--- config.mk ---
export PLATFORM = sky130hd
export DESIGN_NAME = wishbone_burst_ram
export DESIGN_NICKNAME = d
export VERILOG_FILES = /design/src/rtl/wishbone_pkg.sv /design/src/rtl/wishbone_burst_addr.sv /design/src/rtl/wishbone_burst_ram.sv
export SDC_FILE = /design/constraint.sdc
export NUM_CORES = 1
export LEC_CHECK = 0
export ABC_AREA = 0
export BUFFER_PORTS_ARGS = -buffer_cell sky130_fd_sc_hd__buf_2
export CORE_MARGIN = 10
export CORE_UTILIZATION = 35
export DETAILED_ROUTE_END_ITERATION = 16
export PLACE_DENSITY = 0.47
export REMOVE_ABC_BUFFERS = 1
export SLEW_MARGIN = 0
export SYNTH_ARGS = -nofsm -noshare
export SYNTH_HDL_FRONTEND = slang
export SYNTH_SLANG_ARGS = --single-unit
--- constraint.sdc ---
create_clock -name clk -period 3.4 [get_ports clk]
set_clock_uncertainty 0.2 [all_clocks]
set_input_delay 0.17 -clock clk [delete_from_list [all_inputs] [get_ports clk]]
set_output_delay 0.17 -clock clk [all_outputs]
set_load 0.005 [all_outputs]
--- src/rtl/wishbone_pkg.sv ---
// Shared definitions for the Wishbone burst RAM: cycle/burst type codes, FSM states
// and the wrap-window mask helper used by the beat address generator.
package wishbone_pkg;

    localparam logic [2:0] CTI_CLASSIC = 3'b000;
    localparam logic [2:0] CTI_INCR    = 3'b010;
    localparam logic [2:0] CTI_EOB     = 3'b111;

    localparam logic [1:0] BTE_LINEAR = 2'b00;
    localparam logic [1:0] BTE_WRAP4  = 2'b01;
    localparam logic [1:0] BTE_WRAP8  = 2'b10;
    localparam logic [1:0] BTE_WRAP16 = 2'b11;

    typedef enum logic [1:0] {
        INIT,
        IDLE,
        SINGLE,
        BURST
    } state_t;

    // Low address bits that roll over inside a wrapping burst; zero means linear.
    function automatic logic [3:0] wrap_mask(input logic [1:0] bte);
        logic [3:0] mask;
        case (bte)
            BTE_WRAP4:  mask = 4'h3;
            BTE_WRAP8:  mask = 4'h7;
            BTE_WRAP16: mask = 4'hF;
            default:    mask = 4'h0;
        endcase
        return mask;
    endfunction

endpackage

--- src/rtl/wishbone_burst_addr.sv ---
// Next-beat address for an incrementing burst: linear increment with overflow flag,
// or wrap within a 4/8/16-word window keeping the upper address bits.
module wishbone_burst_addr
    import wishbone_pkg::*;
#(
    parameter int ADDR_WIDTH = 4
) (
    input  logic [ADDR_WIDTH-1:0] beat_addr,
    input  logic [1:0]            bte,
    output logic [ADDR_WIDTH-1:0] next_addr,
    output logic                  overflow
);

    logic [ADDR_WIDTH-1:0] mask;
    logic [ADDR_WIDTH-1:0] incr;
    logic                  carry;

    always_comb begin
        mask          = ADDR_WIDTH'(wrap_mask(bte));
        {carry, incr} = {1'b0, beat_addr} + (ADDR_WIDTH+1)'(1);
        if (mask == '0) begin
            next_addr = incr;
            overflow  = carry;
        end else begin
            next_addr = (beat_addr & ~mask) | (incr & mask);
            overflow  = 1'b0;
        end
    end

endmodule

--- src/rtl/wishbone_burst_ram.sv ---
// Wishbone B4 registered-feedback RAM slave with byte selects, CTI/BTE bursts and range ERR.
// Define WISHBONE_BURST_RAM_INIT_EN to fill ram[i]=i after every reset before serving the bus.
module wishbone_burst_ram
    import wishbone_pkg::*;
#(
    parameter int ADDR_WIDTH = 4,
    parameter int DATA_WIDTH = 32
) (
    input  logic                    clk,
    input  logic                    reset,
    input  logic [29:0]             addr,
    input  logic [1:0]              bte,
    input  logic [2:0]              cti,
    input  logic                    cyc,
    input  logic                    stb,
    input  logic                    we,
    input  logic [DATA_WIDTH/8-1:0] sel,
    input  logic [DATA_WIDTH-1:0]   data_write,
    output logic                    ack,
    output logic                    err,
    output logic [DATA_WIDTH-1:0]   data_read
);

    localparam int DEPTH     = 2 ** ADDR_WIDTH;
    localparam int SEL_WIDTH = DATA_WIDTH / 8;
`ifdef WISHBONE_BURST_RAM_INIT_EN
    localparam state_t RESET_STATE = INIT;
`else
    localparam state_t RESET_STATE = IDLE;
`endif

    logic [DATA_WIDTH-1:0] mem [DEPTH];

    state_t                state_q, state_d;
    logic                  ack_q, ack_d;
    logic                  err_q, err_d;
    logic [DATA_WIDTH-1:0] data_read_q, data_read_d;
    logic [ADDR_WIDTH-1:0] beat_addr_q, beat_addr_d;
`ifdef WISHBONE_BURST_RAM_INIT_EN
    logic [ADDR_WIDTH-1:0] init_cnt_q, init_cnt_d;
`endif

    logic [ADDR_WIDTH-1:0] addr_low, next_addr, read_addr, mem_addr;
    logic                  overflow, req, xfer, in_range, is_incr, is_eob;
    logic                  mem_we;
    logic [SEL_WIDTH-1:0]  mem_sel;
    logic [DATA_WIDTH-1:0] mem_wdata;

    assign addr_low  = addr[ADDR_WIDTH-1:0];
    assign in_range  = (addr[29:ADDR_WIDTH] == '0);
    assign req       = cyc & stb;
    assign xfer      = req & ack_q;
    assign is_incr   = (cti == CTI_INCR);
    assign is_eob    = (cti == CTI_EOB);
    assign ack       = ack_q;
    assign err       = err_q;
    assign data_read = data_read_q;

    wishbone_burst_addr #(.ADDR_WIDTH(ADDR_WIDTH)) u_burst_addr (
        .beat_addr (beat_addr_q),
        .bte       (bte),
        .next_addr (next_addr),
        .overflow  (overflow)
    );

    always_ff @(posedge clk) begin
        if (reset) begin
            state_q     <= RESET_STATE;
            ack_q       <= 1'b0;
            err_q       <= 1'b0;
            data_read_q <= '0;
            beat_addr_q <= '0;
`ifdef WISHBONE_BURST_RAM_INIT_EN
            init_cnt_q  <= '0;
`endif
        end else begin
            state_q     <= state_d;
            ack_q       <= ack_d;
            err_q       <= err_d;
            data_read_q <= data_read_d;
            beat_addr_q <= beat_addr_d;
`ifdef WISHBONE_BURST_RAM_INIT_EN
            init_cnt_q  <= init_cnt_d;
`endif
        end
    end

    always_comb begin
        state_d = state_q;
        case (state_q)
`ifdef WISHBONE_BURST_RAM_INIT_EN
            INIT:    if (init_cnt_q == '1) state_d = IDLE;
`else
            INIT:    state_d = IDLE;
`endif
            IDLE:    if (req) state_d = (in_range && is_incr) ? BURST : SINGLE;
            SINGLE:  state_d = IDLE;
            BURST: begin
                if (xfer) begin
                    if (is_eob)        state_d = IDLE;
                    else if (overflow) state_d = SINGLE;
                end
            end
            default: state_d = IDLE;
        endcase
        if (!cyc && state_q != INIT) state_d = IDLE;
    end

    // Read data is fetched one beat ahead so ack can stay high on consecutive beats.
    always_comb begin
        ack_d       = 1'b0;
        err_d       = 1'b0;
        beat_addr_d = beat_addr_q;
        read_addr   = beat_addr_q;
        case (state_q)
            IDLE: begin
                if (req) begin
                    if (!in_range) begin
                        err_d = 1'b1;
                    end else begin
                        ack_d     = 1'b1;
                        read_addr = addr_low;
                        if (is_incr) beat_addr_d = addr_low;
                    end
                end
            end
            BURST: begin
                if (xfer) begin
                    if (!is_eob) begin
                        if (overflow) begin
                            err_d = 1'b1;
                        end else begin
                            ack_d       = 1'b1;
                            beat_addr_d = next_addr;
                            read_addr   = next_addr;
                        end
                    end
                end else if (!ack_q && req) begin
                    ack_d = 1'b1;
                end
            end
            default: ;
        endcase
        if (!cyc) begin
            ack_d = 1'b0;
            err_d = 1'b0;
        end
        data_read_d = ack_d ? mem[read_addr] : data_read_q;
    end

    always_comb begin
        mem_we    = 1'b0;
        mem_sel   = '1;
        mem_addr  = (state_q == BURST) ? beat_addr_q : addr_low;
        mem_wdata = data_write;
        if (xfer && we && (state_q == SINGLE || state_q == BURST)) begin
            mem_we  = 1'b1;
            mem_sel = sel;
        end
`ifdef WISHBONE_BURST_RAM_INIT_EN
        init_cnt_d = init_cnt_q;
        if (state_q == INIT) begin
            mem_we     = 1'b1;
            mem_addr   = init_cnt_q;
            mem_wdata  = DATA_WIDTH'(init_cnt_q);
            init_cnt_d = init_cnt_q + ADDR_WIDTH'(1);
        end
`endif
        if (reset) mem_we = 1'b0;
    end

    always_ff @(posedge clk) begin
        if (mem_we) begin
            for (int i = 0; i < SEL_WIDTH; i++) begin
                if (mem_sel[i]) mem[mem_addr][i*8 +: 8] <= mem_wdata[i*8 +: 8];
            end
        end
    end

endmodule

==> flow_summary.yaml <==
status:
  status: "finished, final reports clean"
worst_setup_path:
  cpMostUsedCell: "dlygate4sd3_1"
  reg2reg_slack_ns: 0.14
  worstRegToRegCells: 12
  critPathArrivalTime_ns: 3.72
  timing.rr.end: "data_read[1]$_SDFFE_PP0P_"
  path_cells: "dlygate4sd3_1 > buf_2 > or4_4 > dlygate4sd3_1 > or4b_4 > a211oi_4 > or3b_4 > buf_12 > a31oi_1 > nand4_1 > nand3_1"
  required_ns: 3.75
  cp-startpoint: "addr[20]"
  worst_setup_path_start_kind: "input port"
  cp-end-kind: "flip-flop"
  r2r-start: "beat_addr_q[0]$_SDFFE_PP0P_"
  cp_max_fo: 8
  cp_slowest_cell: "dlygate4sd3_1"
  crit_type: "input port to flip-flop"
  max_stage_delay_ns: 0.57
  endpoint: "data_read[9]$_SDFFE_PP0P_"
clock_tree:
  path_clk_slew_ns: 0.06
  clock_path_buffers: 3
  clock_latency_ns: 0.62
  htree_levels: 2
  root_buffer: "clkbuf_16"
  cts-buffers-inserted: 58
  cts_tree: "done"
  clkSinkCount: 552
synth:
  synthArstFlopShare_pct: 0
  synth_cell_type_count: 56
  synth_top_family_by_area: "simple AND/OR/NAND/NOR gates"
  ys_seq_area_share_pct: 74.2
  synthesis.area_um2: 21800
  ys_ff_latch: 552
  synthMuxAreaShare_pct: 0.0459
  synth_xor_area_share_pct: 0.0402
  yosys.area_share.simple_pct: 19.9
  synth_enable_flop_cells: 512
  yosys.area_share.adder_pct: 0.0574
  synth_compound_area_share_pct: 3.51
  syn_inst: 1771
  synth-warning-count: 0
  avgSynthCellArea_um2: 12.3
  synthFlopType: "edfxtp_1"
routing:
  drt_iter0_drc: 1238
  vias_per_cell: 5.07
  ant_nets: 0
  wirelength_um: 62100
  remaining_drc_errors: 0
  first_pass_iters: 5
  wire_per_inst_um: 21.4
  via_count: 14700
pwr:
  power_density_nw_per_um2: 536
  vdd_drop_max_mv: 0.362
  p_leak_nw: 9.23
floorplanning:
  fp-row-count: 91
  start_util_pct: 35.3
  die_x_um: 270
  die-area_um2: 72600
  chipHeight_um: 270
  pin_count: 110
  coreArea_um2: 61700
sta:
  rsz0062_at_grt: "yes"
  timing.fmax_mhz: 297
  worstMarginPinSlew_ns: 0.757
  relSlewSlack_pct: 49.4
  final_hold_viol_count: 0
  setup_viol: 0
  tns_ns: 0
  maxSlewViolCount: 0
  whs_ns: 0.125
  post-route-period-util_pct: 99.2
  min_period_ns: 3.37
cells_and_area:
  diodes: 0
  seq_area_um2: 16200
  layout_common_cells: "578 x nand2_1, 512 x edfxtp_1, 231 x nand3_1, 110 x buf_4, 109 x buf_2"
  fill_cells: 5796
  finalNetCount: 2092
  final_common_cell: "nand2_1"
  stdcell_area_um2: 26600
  drive_gt1_share_pct: 16.7
  area_growth_pct: 22.1
  multi_input_area_um2: 5270
global_route:
  grt_max_degree: 73
  grt_pass1_wl_um: 92100
  antenna_found_initial: 0
  grt_pass1_vias: 14500
  grt_overflow: 0
  track_usage_pct: 16.4
flow_run:
  max-cap-violations: 0
placement:
  port_buffers: 109
  place_congestion: 0.808
  placed_area_um2: 24200
  hpwl_um: 36900
hold_path:
  min_path_type: "input port to flip-flop"
-- synth_stat cells (all sizes together) (5+ instances only) --
master | number | share of area [%]
nor4 | 8 | 0.29
edfxtp | 512 | 71
a31oi | 65 | 1.9
nand3 | 231 | 5.3
a21oi | 8 | 0.18
a211oi | 6 | 0.26
o21ai | 8 | 0.18
o31ai | 6 | 0.21
clkbuf | 68 | 1.2
inv | 5 | 0.086
nor2 | 81 | 1.4
dfxtp | 40 | 3.7
nand2 | 578 | 10
nand4 | 69 | 2.0
buf | 37 | 0.93
-- area by class of cell --
class,count,share of cell area (%)
Clock buffer,88,6.03
Tap cell,837,3.94
Sequential cell,552,60.8
Inverter,5,0.0705
Timing Repair Buffer,288,8.62
Multi-Input combinational cell,1110,19.8
Clock inverter,21,0.762
-- layer usage --
metal | up-vias | GRT usage [%] | share of wire, %
li1 | 6915 | - | -
met1 | 7328 | 22.9 | 46
met2 | 389 | 26.4 | 47
met3 | 73 | 2.64 | 5.1
met4 | 0 | 3.98 | 1.8
met5 | - | 0 | 0
-- through the flow --
step | worst slack (ns) | power, mW | std cells | utilization (%)
3_3_place_gp | -0.00692 | 8.26 | 2740 | 39.2
2_1_floorplan | -6.93 | 7.93 | 1666 | -
5_1_grt | -0.00157 | 14.7 | 2901 | 43.1
6_report | 0.0277 | 14.3 | 2901 | 43.1
3_5_place_dp | -0.0328 | 8.27 | 2740 | 39.2
4_1_cts | 0.0190 | 14.4 | 2896 | 42.9
-- where the power goes --
| group | internal [mW] | switching (mW) |
|---|---|---|
| Clock | 3.54 | 2.55 |
| Sequential | 7.42 | 0.00892 |
| Combinational | 0.242 | 0.495 |
-- flip-flops by register name, indices dropped and copies added (netlist names) --
| signal | cells |
|---|---|
| mem | 512 |
| beat_addr_q | 4 |
| err | 1 |
| state_q | 2 |
| ack | 1 |
| data_read | 32 |
-- critical path: cells and delay by family --
family | cells | cell delay (ns)
AOI/OAI and AO/OA | 2 | 0.38
buffers and inverters | 4 | 1.41
and+or+nand+nor | 5 | 1.75
-- what timing repair did --
| item | in CTS | in global routing |
|---|---|---|
| endpoints found under the setup margin | 9 | 29 |
| hold buffers | 46 | 0 |
| pin swaps | 1 | 11 |
| gates resized for setup | 0 | 12 |
| buffers inserted | 0 | 3 |
| gates cloned | 1 | 2 |
| endpoints found under the hold margin | 520 | 0 |
-- cells by family (layout without fill, tap and decap cells) --
family / after synthesis / after routing
and+or+nand+nor: 995 / 996
DFF: 552 / 552
AOI/OAI and AO/OA: 111 / 111
buffers and inverters: 110 / 402
adders and majority gates: 1 / 1
xor gates and xnor gates: 1 / 1
muxes: 1 / 1
-- how the worst min path moves through the flow --
stage | startpoint | to | slack (ns) | cells past startpoint
after detailed placement | data_read[16]$_SDFFE_PP0P_ | data_read[16]$_SDFFE_PP0P_ | 0.24 | 2
after global placement | data_read[16]$_SDFFE_PP0P_ | data_read[16]$_SDFFE_PP0P_ | 0.24 | 2
after floorplan | reset | beat_addr_q[0]$_SDFFE_PP0P_ | 0.04 | 1
after global routing | addr[27] | ack$_SDFF_PP0_ | 0.11 | 7
after CTS | addr[22] | ack$_SDFF_PP0_ | 0.07 | 7
final | addr[22] | ack$_SDFF_PP0_ | 0.12 | 7
No activity file was read; power rests on OpenSTA's default activity.
